**config.mk**
```make
export PLATFORM = sky130hd
export DESIGN_NAME = fine_track_gear_ctrl
export DESIGN_NICKNAME = d
export VERILOG_FILES = /design/src/rtl/fine_track_gear_ctrl.sv
export SDC_FILE = /design/constraint.sdc
export NUM_CORES = 1
export LEC_CHECK = 0
export ABC_AREA = 1
export CORE_ASPECT_RATIO = 2
export CORE_MARGIN = 2
export CORE_UTILIZATION = 30
export CTS_CLUSTER_SIZE = 25
export DETAILED_ROUTE_END_ITERATION = 8
export PLACE_DENSITY = 0.51
export REMOVE_ABC_BUFFERS = 1
export SLEW_MARGIN = 20
export SYNTH_ARGS = -nofsm -noshare
export SYNTH_HDL_FRONTEND = slang
export SYNTH_SLANG_ARGS = --single-unit
```
**constraint.sdc**
```tcl
create_clock -name clk_out -period 3.7 [get_ports clk_out]
set_clock_uncertainty 0.15 [all_clocks]
set_input_delay 0.74 -clock clk_out [delete_from_list [all_inputs] [get_ports clk_out]]
set_output_delay 0.74 -clock clk_out [all_outputs]
set_load 0.03 [all_outputs]
```
**src/rtl/fine_track_gear_ctrl.sv**
```systemverilog
// Gear-shifting sequencer for the fine frequency tracking loop.
// Halves step / widens window on reversals, locks once step-1 decisions dither.
module fine_track_gear_ctrl #(
   parameter int INIT_STEP   = 8,
   parameter int INIT_WIN    = 4,
   parameter int MAX_WIN     = 12,
   parameter int REV_CNT     = 2,
   parameter int LOCK_CNT    = 4,
   parameter int UNLOCK_CNT  = 3,
   parameter int SYNC_STAGES = 2
) (
   input  logic       clk_out,
   input  logic       rst,
   input  logic       track_en,
   input  logic       commit_tog,
   input  logic [1:0] dec,
   output logic [3:0] fine_con_step_size,
   output logic [4:0] fine_control_avg_window_select,
   output logic       loop_rst,
   output logic       locked,
   output logic [1:0] state
);

   typedef enum logic [1:0] {
      IDLE   = 2'd0,
      ACQ    = 2'd1,
      FINE   = 2'd2,
      LOCKED = 2'd3
   } state_t;

   typedef enum logic [1:0] {
      DIR_NONE = 2'd0,
      DIR_UP   = 2'd1,
      DIR_DN   = 2'd2
   } dir_t;

   localparam logic [3:0] STEP0    = 4'(INIT_STEP);
   localparam logic [4:0] WIN0     = 5'(INIT_WIN);
   localparam logic [4:0] WIN_MAX  = 5'(MAX_WIN);
   localparam logic [2:0] REV_N    = 3'(REV_CNT);
   localparam logic [3:0] LOCK_N   = 4'(LOCK_CNT);
   localparam logic [3:0] UNLOCK_N = 4'(UNLOCK_CNT);

   logic [SYNC_STAGES-1:0] sync;
   logic                   sync_prev;
   logic                   commit_evt;

   state_t     state_q, state_d;
   dir_t       last_q, last_d, dir;
   logic [3:0] step_q, step_d, step_half;
   logic [4:0] win_q, win_d, win_up;
   logic [2:0] rev_q, rev_d;
   logic [3:0] run_q, run_d, run_inc;
   logic       locked_q, locked_d;
   logic       lr_d, hold_q, hold_d;
   logic       accept;

   always_ff @(posedge clk_out or posedge rst) begin
      if (rst) begin
         sync       <= '0;
         sync_prev  <= 1'b0;
         commit_evt <= 1'b0;
      end else begin
         sync       <= {sync[SYNC_STAGES-2:0], commit_tog};
         sync_prev  <= sync[SYNC_STAGES-1];
         commit_evt <= sync[SYNC_STAGES-1] ^ sync_prev;
      end
   end

   always_comb begin
      dir = DIR_NONE;
      case (dec)
         2'b01:   dir = DIR_UP;
         2'b10:   dir = DIR_DN;
         default: dir = DIR_NONE;
      endcase
   end

   assign step_half = (step_q > 4'd1) ? {1'b0, step_q[3:1]} : 4'd1;
   assign win_up    = (win_q >= WIN_MAX) ? WIN_MAX : win_q + 5'd1;
   assign run_inc   = run_q + 4'd1;
   // Commits seen while the loop is being reset carry stale accumulator data.
   assign accept    = commit_evt & ~loop_rst;

   always_comb begin
      state_d  = state_q;
      step_d   = step_q;
      win_d    = win_q;
      locked_d = locked_q;
      last_d   = last_q;
      rev_d    = rev_q;
      run_d    = run_q;
      lr_d     = hold_q;
      hold_d   = 1'b0;
      if (!track_en) begin
         state_d  = IDLE;
         step_d   = STEP0;
         win_d    = WIN0;
         locked_d = 1'b0;
         last_d   = DIR_NONE;
         rev_d    = '0;
         run_d    = '0;
         lr_d     = 1'b0;
      end else begin
         unique case (state_q)
            IDLE: begin
               state_d = ACQ;
               lr_d    = 1'b1;
               hold_d  = 1'b1;
            end
            ACQ: if (accept && dir != DIR_NONE) begin
               last_d = dir;
               if (last_q != DIR_NONE && dir != last_q) begin
                  rev_d = rev_q + 3'd1;
                  if (rev_d == REV_N) begin
                     step_d = step_half;
                     win_d  = win_up;
                     rev_d  = '0;
                     last_d = DIR_NONE;
                     lr_d   = 1'b1;
                     hold_d = 1'b1;
                     if (step_half == 4'd1) state_d = FINE;
                  end
               end
            end
            FINE: if (accept) begin
               if (dir != DIR_NONE) last_d = dir;
               if (dir != DIR_NONE && dir == last_q) begin
                  run_d = '0;
               end else if (run_inc == LOCK_N) begin
                  state_d  = LOCKED;
                  locked_d = 1'b1;
                  run_d    = '0;
               end else begin
                  run_d = run_inc;
               end
            end
            LOCKED: if (accept) begin
               if (dir == DIR_NONE) begin
                  run_d = '0;
               end else begin
                  // run_cnt is the length of the current same-direction run
                  last_d = dir;
                  run_d  = (dir == last_q) ? run_inc : 4'd1;
                  if (run_d == UNLOCK_N) begin
                     state_d  = ACQ;
                     step_d   = STEP0;
                     win_d    = WIN0;
                     locked_d = 1'b0;
                     last_d   = DIR_NONE;
                     rev_d    = '0;
                     run_d    = '0;
                     lr_d     = 1'b1;
                     hold_d   = 1'b1;
                  end
               end
            end
         endcase
      end
   end

   always_ff @(posedge clk_out or posedge rst) begin
      if (rst) begin
         state_q  <= IDLE;
         step_q   <= STEP0;
         win_q    <= WIN0;
         locked_q <= 1'b0;
         last_q   <= DIR_NONE;
         rev_q    <= '0;
         run_q    <= '0;
         loop_rst <= 1'b0;
         hold_q   <= 1'b0;
      end else begin
         state_q  <= state_d;
         step_q   <= step_d;
         win_q    <= win_d;
         locked_q <= locked_d;
         last_q   <= last_d;
         rev_q    <= rev_d;
         run_q    <= run_d;
         loop_rst <= lr_d;
         hold_q   <= hold_d;
      end
   end

   assign fine_con_step_size             = step_q;
   assign fine_control_avg_window_select = win_q;
   assign locked                         = locked_q;
   assign state                          = state_q;

endmodule
```
# ---- Word-level counts from Yosys, hierarchy flattened
# Index checks and enable logic that the tools add are counted.
dict set report word_totals {
  reg_bits 27
  output_inout_bits 13
  elab_cells 140
}
dict set report classes {
  n_addsub 3
  n_lt_le_gt_ge 2
  eq_ne 25
  mux 82
  bitwise_logic 3
  n_reduce_logical 13
}
# cell n
set ops {}
lappend ops {{$mux 4} 15}
lappend ops {{$mux 2} 20}
lappend ops {{$mux 5} 8}
lappend ops {{$ne 3x3->1 const B} 11}
lappend ops {{$mux 3} 8}
lappend ops {{$mux 1} 21}
lappend ops {{$pmux 4 s2} 2}
lappend ops {{$reduce_and 7->1} 2}
lappend ops {{$reduce_and 6->1} 2}
lappend ops {{$pmux 5 s2} 1}
lappend ops {{$reduce_and 10->1} 1}
lappend ops {{$pmux 2 s4} 1}
lappend ops {{$eq 2x2->1 const B} 3}
lappend ops {{$ne 3x1->1 const B} 2}
lappend ops {{$pmux 1 s3} 2}
lappend ops {{$pmux 2 s3} 1}
lappend ops {{$pmux 3 s2} 1}
lappend ops {{$add 5x1->5 const B} 1}
lappend ops {{$ge 5x4->1 const B} 1}
lappend ops {{$add 4x1->4 const B} 1}
lappend ops {{$eq 2x1->1 const B} 2}
lappend ops {{$eq 4x2->1 const B} 1}
lappend ops {{$eq 4x3->1 const B} 1}
lappend ops {{$gt 4x1->1 const B} 1}
lappend ops {{15 further kinds} 19}

# ---- Longest topological paths before layout
dict set report logic_depth {
  ltp_word 10
  mapped_depth 13
  mapped_depth_nobuf 13
}

# ---- Worst setup path before layout
# No wires, ideal clock.
dict set report synth_timing {
  path_kind {input-to-reg}
  from {in dec[0]}
  to {reg step_q[0], in the netlist fine_con_step_size[0]}
  setup_ns 0.065
  arrival_ns 1.908
  t_required_ns 3.485
  setup_slack_ns 1.577
  stages 11
  path_cell_list {inv_1 -> ha_1 -> inv_1 -> nand3_1 -> inv_1 -> nand3_2 -> nand2_2 -> nand3_4 -> nor2_8 -> nand2_1 -> nand2_1}
}
dict set report synth_via {
  elab_chain_len 7
  word_cells_on_any_way 16
  cone_classes {9 x eq/ne; 2 x mux; 5 x reduce/logical}
}
# element line
set synth_lines {}
lappend synth_lines {{start, declared} 16} ;# input logic [1:0] dec,
lappend synth_lines {{$eq 2x2->1 or $eq 2x1->1 (tied branches)} 72} ;# case (dec)
lappend synth_lines {{$pmux 2 s2 *} 72}
lappend synth_lines {{$eq 2x2->1} 144} ;# run_d = (dir == last_q) ? run_inc : 4'd1;
lappend synth_lines {{$mux 4} 144}
lappend synth_lines {{$eq 4x2->1} 145} ;# if (run_d == UNLOCK_N) begin
lappend synth_lines {{$ne 3x3->1 (no line)} --}
lappend synth_lines {{$reduce_and 7->1 (no line) *} --}
lappend synth_lines {{end signal, assigned} 175} ;# step_q <= step_d;
lappend synth_lines {{end, declared} 50} ;# logic [3:0] step_q, step_d, step_half;
# Mark *: on every way between the ends. The rest lies on a longest branch, timed or not.
# A chain may end at the register's enable or synchronous reset.

# ---- Final worst setup path
dict set report layout_timing {
  from {in dec[0]}
  to {reg state_q[1], in the netlist state[1]}
}
dict set report layout_via {
  elab_chain_len 7
  word_cells_on_any_way 18
  cone_classes {10 x eq/ne; 2 x mux; 6 x reduce/logical}
}
# element line
set layout_lines {}
lappend layout_lines {{$eq 2x2->1 or $eq 2x1->1 (tied branches)} 72}
lappend layout_lines {{$pmux 2 s2 *} 72}
lappend layout_lines {{$eq 2x2->1} {128, 144}}
lappend layout_lines {{$mux 4} 144}
lappend layout_lines {{$eq 4x2->1} 145}
lappend layout_lines {{$ne 3x3->1 (no line)} --}
lappend layout_lines {{$reduce_and 10->1 (no line) *} --}
lappend layout_lines {{end signal, assigned} 174} ;# state_q <= state_d;
lappend layout_lines {{end, declared} 48} ;# state_t state_q, state_d;
# Marks and branches as above.

==> metrics <==
crit path capture type flip-flop; Setup crit start kind input port; Syn Inst Count 250; Placed Instances 330; # nets final between 200 and 300; Clk network pwr share 0.164; synth warn 0; Max Clk Rate 390 MHz; fin cells 334; mapped cell area 1850 µm²; CTS Buf Count 3; max cap viols 0; sw power just over 0.7 mW; Reg area 678 µm²; Initial Util 0.310; antenna violations before repair 0; Setup Buffers After CTS 0; Pwr Density 708 nW/µm²; Max VDD drop 350 µV; max layer used met4; register area share after synthesis 0.367; wire per inst 13.1 µm; WP data required 3.71 ns; Multi-input gate area 982 µm²; unrepaired setup endpoints after global routing false; largest net degree at the start of global routing 28; CTS Hold Bufs 0; die height 115 µm; M1 WL around 1600 µm; Final ANT Viol Nets 0; CTS tree built; Final Hold Viols 0; Crit path largest cell delay 0.48 ns; leak pwr 1.17 nW; residual DRC count 0; WS Path Type in -> reg; starting DRC count in detailed routing 41; Final Cycle Share 0.693; GRT overflow 0; port bufs 18; CP dominant cell by count inv_1; drt pass-1 iters 4; Hold WC Path Type reg -> reg; hpwl dp 3480 µm; Row Count 40; Post-Layout Inst Area approximately 2200 µm²; Place WS 0.811 ns; Arr. time, crit path 2.57 ns; internal power about 0.84 mW; Least-Margin Pin Slew 0.493 ns; maximum clock insertion buffer count 2; Distinct cells, synth 31; crit path max fanout 4; first-pass GRT wire length 7900 µm; Global Route Usage Sum 0.150; Switching Share 0.458; CP cell instances clkdlybuf4s50_1 -> inv_1 -> ha_1 -> inv_1 -> nand3_1 -> inv_1 -> nand3_2 -> a21oi_1 -> nand3_1 -> nand2_1 -> nand2_1; RD Place Congestion 0.840; max-slew violation count 0; Seq pwr share 0.306; Synth-to-Final Area Change 18.2%; clk slew on worst S/H paths 0.07 ns; post-CTS resize count 0; layout cells sized above 1 0.0886; clk_lat worst skew 0.26 ns; Die Area roughly 6800 µm²; Via Count 1606; drt total wl 4360 µm; vias per inst 4.81; Fill cells 648; minimum clock period roughly 2.6 ns; Crit-path slowest cell clkdlybuf4s50_1; H-Tree Depth 1; Logic pwr share 0.530; vias in the first global route ~1.8k; run status finished, final reports clean; core footprint 5960 µm²; CTS root buf clkbuf_16; final number of setup-violating endpoints 0; Slew HR 0.668; clock tree sinks 27; #FFs+latches synth 27; Final WS setup 1.14 ns; dpl cell area roughly 2100 µm²; Fin Setup TNS 0 ns; syn avg cell area 7.39 µm²; antenna diode count 0; metal2 WL 2520 µm; IO Count 19; Chip Width 59.5 µm; met3 WL 74 µm
[cell usage in the layout (no fill, tap or decap), drive strengths merged]
cell type,synthesis,final
a31oi,1,1
xor2,1,1
clkbuf,0,3
nand4,9,9
clkinv,0,1
a21oi,7,7
inv,45,45
dfrtp,25,25
ha,12,12
o21ai,11,11
nor3,2,2
xnor2,2,2
nand2,81,81
dfstp,2,2
buf,3,2
or2,1,1
nand3,19,19
o211ai,1,1
o21bai,8,8
nor2,19,19
o22ai,1,1
clkdlybuf4s50,0,18
[area by class of cell]
class	count	area share
Multi-Input combinational cell	175	0.450
Sequential cell	27	0.311
Timing Repair Buffer	20	0.0894
Inverter	45	0.0774
Tap cell	63	0.0361
Clock buffer	3	0.0344
Clock inverter	1	0.00229
[Yosys cell counts]
| master | number | area share |
|---|---|---|
| buf_2 | 2 | 0.0054 |
| nor2_1 | 15 | 0.030 |
| xor2_1 | 1 | 0.0047 |
| dfrtp_1 | 25 | 0.34 |
| nor2_8 | 1 | 0.011 |
| o21ai_0 | 10 | 0.027 |
| a31oi_1 | 1 | 0.0034 |
| inv_2 | 1 | 0.0020 |
| xnor2_2 | 1 | 0.0088 |
| ha_1 | 12 | 0.081 |
| nand3_4 | 2 | 0.019 |
| nand4_1 | 9 | 0.030 |
| a21oi_2 | 1 | 0.0047 |
| nor2_4 | 2 | 0.012 |
| nor2_2 | 1 | 0.0034 |
| nand3_1 | 16 | 0.043 |
| nand2_2 | 4 | 0.014 |
| nand2_4 | 1 | 0.0061 |
| o22ai_1 | 1 | 0.0034 |
| or2_2 | 1 | 0.0034 |
| nand2_1 | 76 | 0.15 |
| buf_4 | 1 | 0.0041 |
| nand3_2 | 1 | 0.0054 |
| dfstp_2 | 2 | 0.028 |
| nor3_1 | 2 | 0.0054 |
| o21bai_1 | 8 | 0.033 |
| inv_1 | 44 | 0.089 |
| a21oi_1 | 6 | 0.016 |
| xnor2_1 | 1 | 0.0047 |
| o211ai_1 | 1 | 0.0041 |
| o21ai_1 | 1 | 0.0027 |
[worst paths after layout]
kind,startpoint,to,slack (ns),cells after the start
max in group asynchronous,rst,fine_control_avg_window_select[2],2.40,3
min,sync[0],sync[1],0.20,0
min reg2reg,sync[0],sync[1],0.20,0
max,dec[0],state[1],1.14,11
min in group asynchronous,rst,last_q[0],0.69,3
max reg2reg,state[1],fine_con_step_size[0],1.46,10
[power groups by stage]
stage                     Clock, mW  Combinational (mW)  Sequential, mW
after floorplan                   0               0.494           0.560
final                         0.253               0.819           0.473
after global placement            0               0.827           0.481
after global routing          0.271               0.930           0.487
after detailed placement          0               0.828           0.480
after CTS                     0.262               0.833           0.476
[kinds of logic (layout without fill, tap and decap cells)]
logic type	count (synthesis)	after routing	share of synthesized area
buf+inv	48	69	0.101
compound gates	29	29	0.0942
flops	27	27	0.367
xor+xnor	3	3	0.0183
fa+ha+maj	12	12	0.0813
simple gates	131	131	0.338
[metrics by stage]
step | power (mW) | hold slack [ns] | utilization
4_1_cts | 1.57 | 0.202 | 0.367
5_1_grt | 1.69 | 0.219 | 0.367
2_1_floorplan | 1.05 | 0.181 | -
6_report | 1.55 | 0.198 | 0.367
3_3_place_gp | 1.31 | 0.184 | 0.353
3_5_place_dp | 1.31 | 0.186 | 0.353
[worst max-delay path: cells and delay by family]
family	cells	cell delay (ns)
buffers and inverters	4	0.76
AO/OA/AOI/OAI	1	0.28
AND/OR/NAND/NOR	5	0.50
adder cells (fa/ha/maj)	1	0.29
[registers in the layout, indices dropped and copies added, names as in the netlist]
register                        flops
loop_rst                            1
commit_evt                          1
last_q                              2
run_q                               4
sync_prev                           1
fine_control_avg_window_select      5
fine_con_step_size                  4
locked                              1
state                               2
hold_q                              1
sync                                2
rev_q                               3
[layer usage]
layer | GRT usage | up-vias
met2 | 0.289 | 23
met4 | 0.0742 | 0
met5 | 0 | -
met3 | 0.0146 | 12
li1 | - | 831
met1 | 0.149 | 740
(Power assumes the default switching activity.)
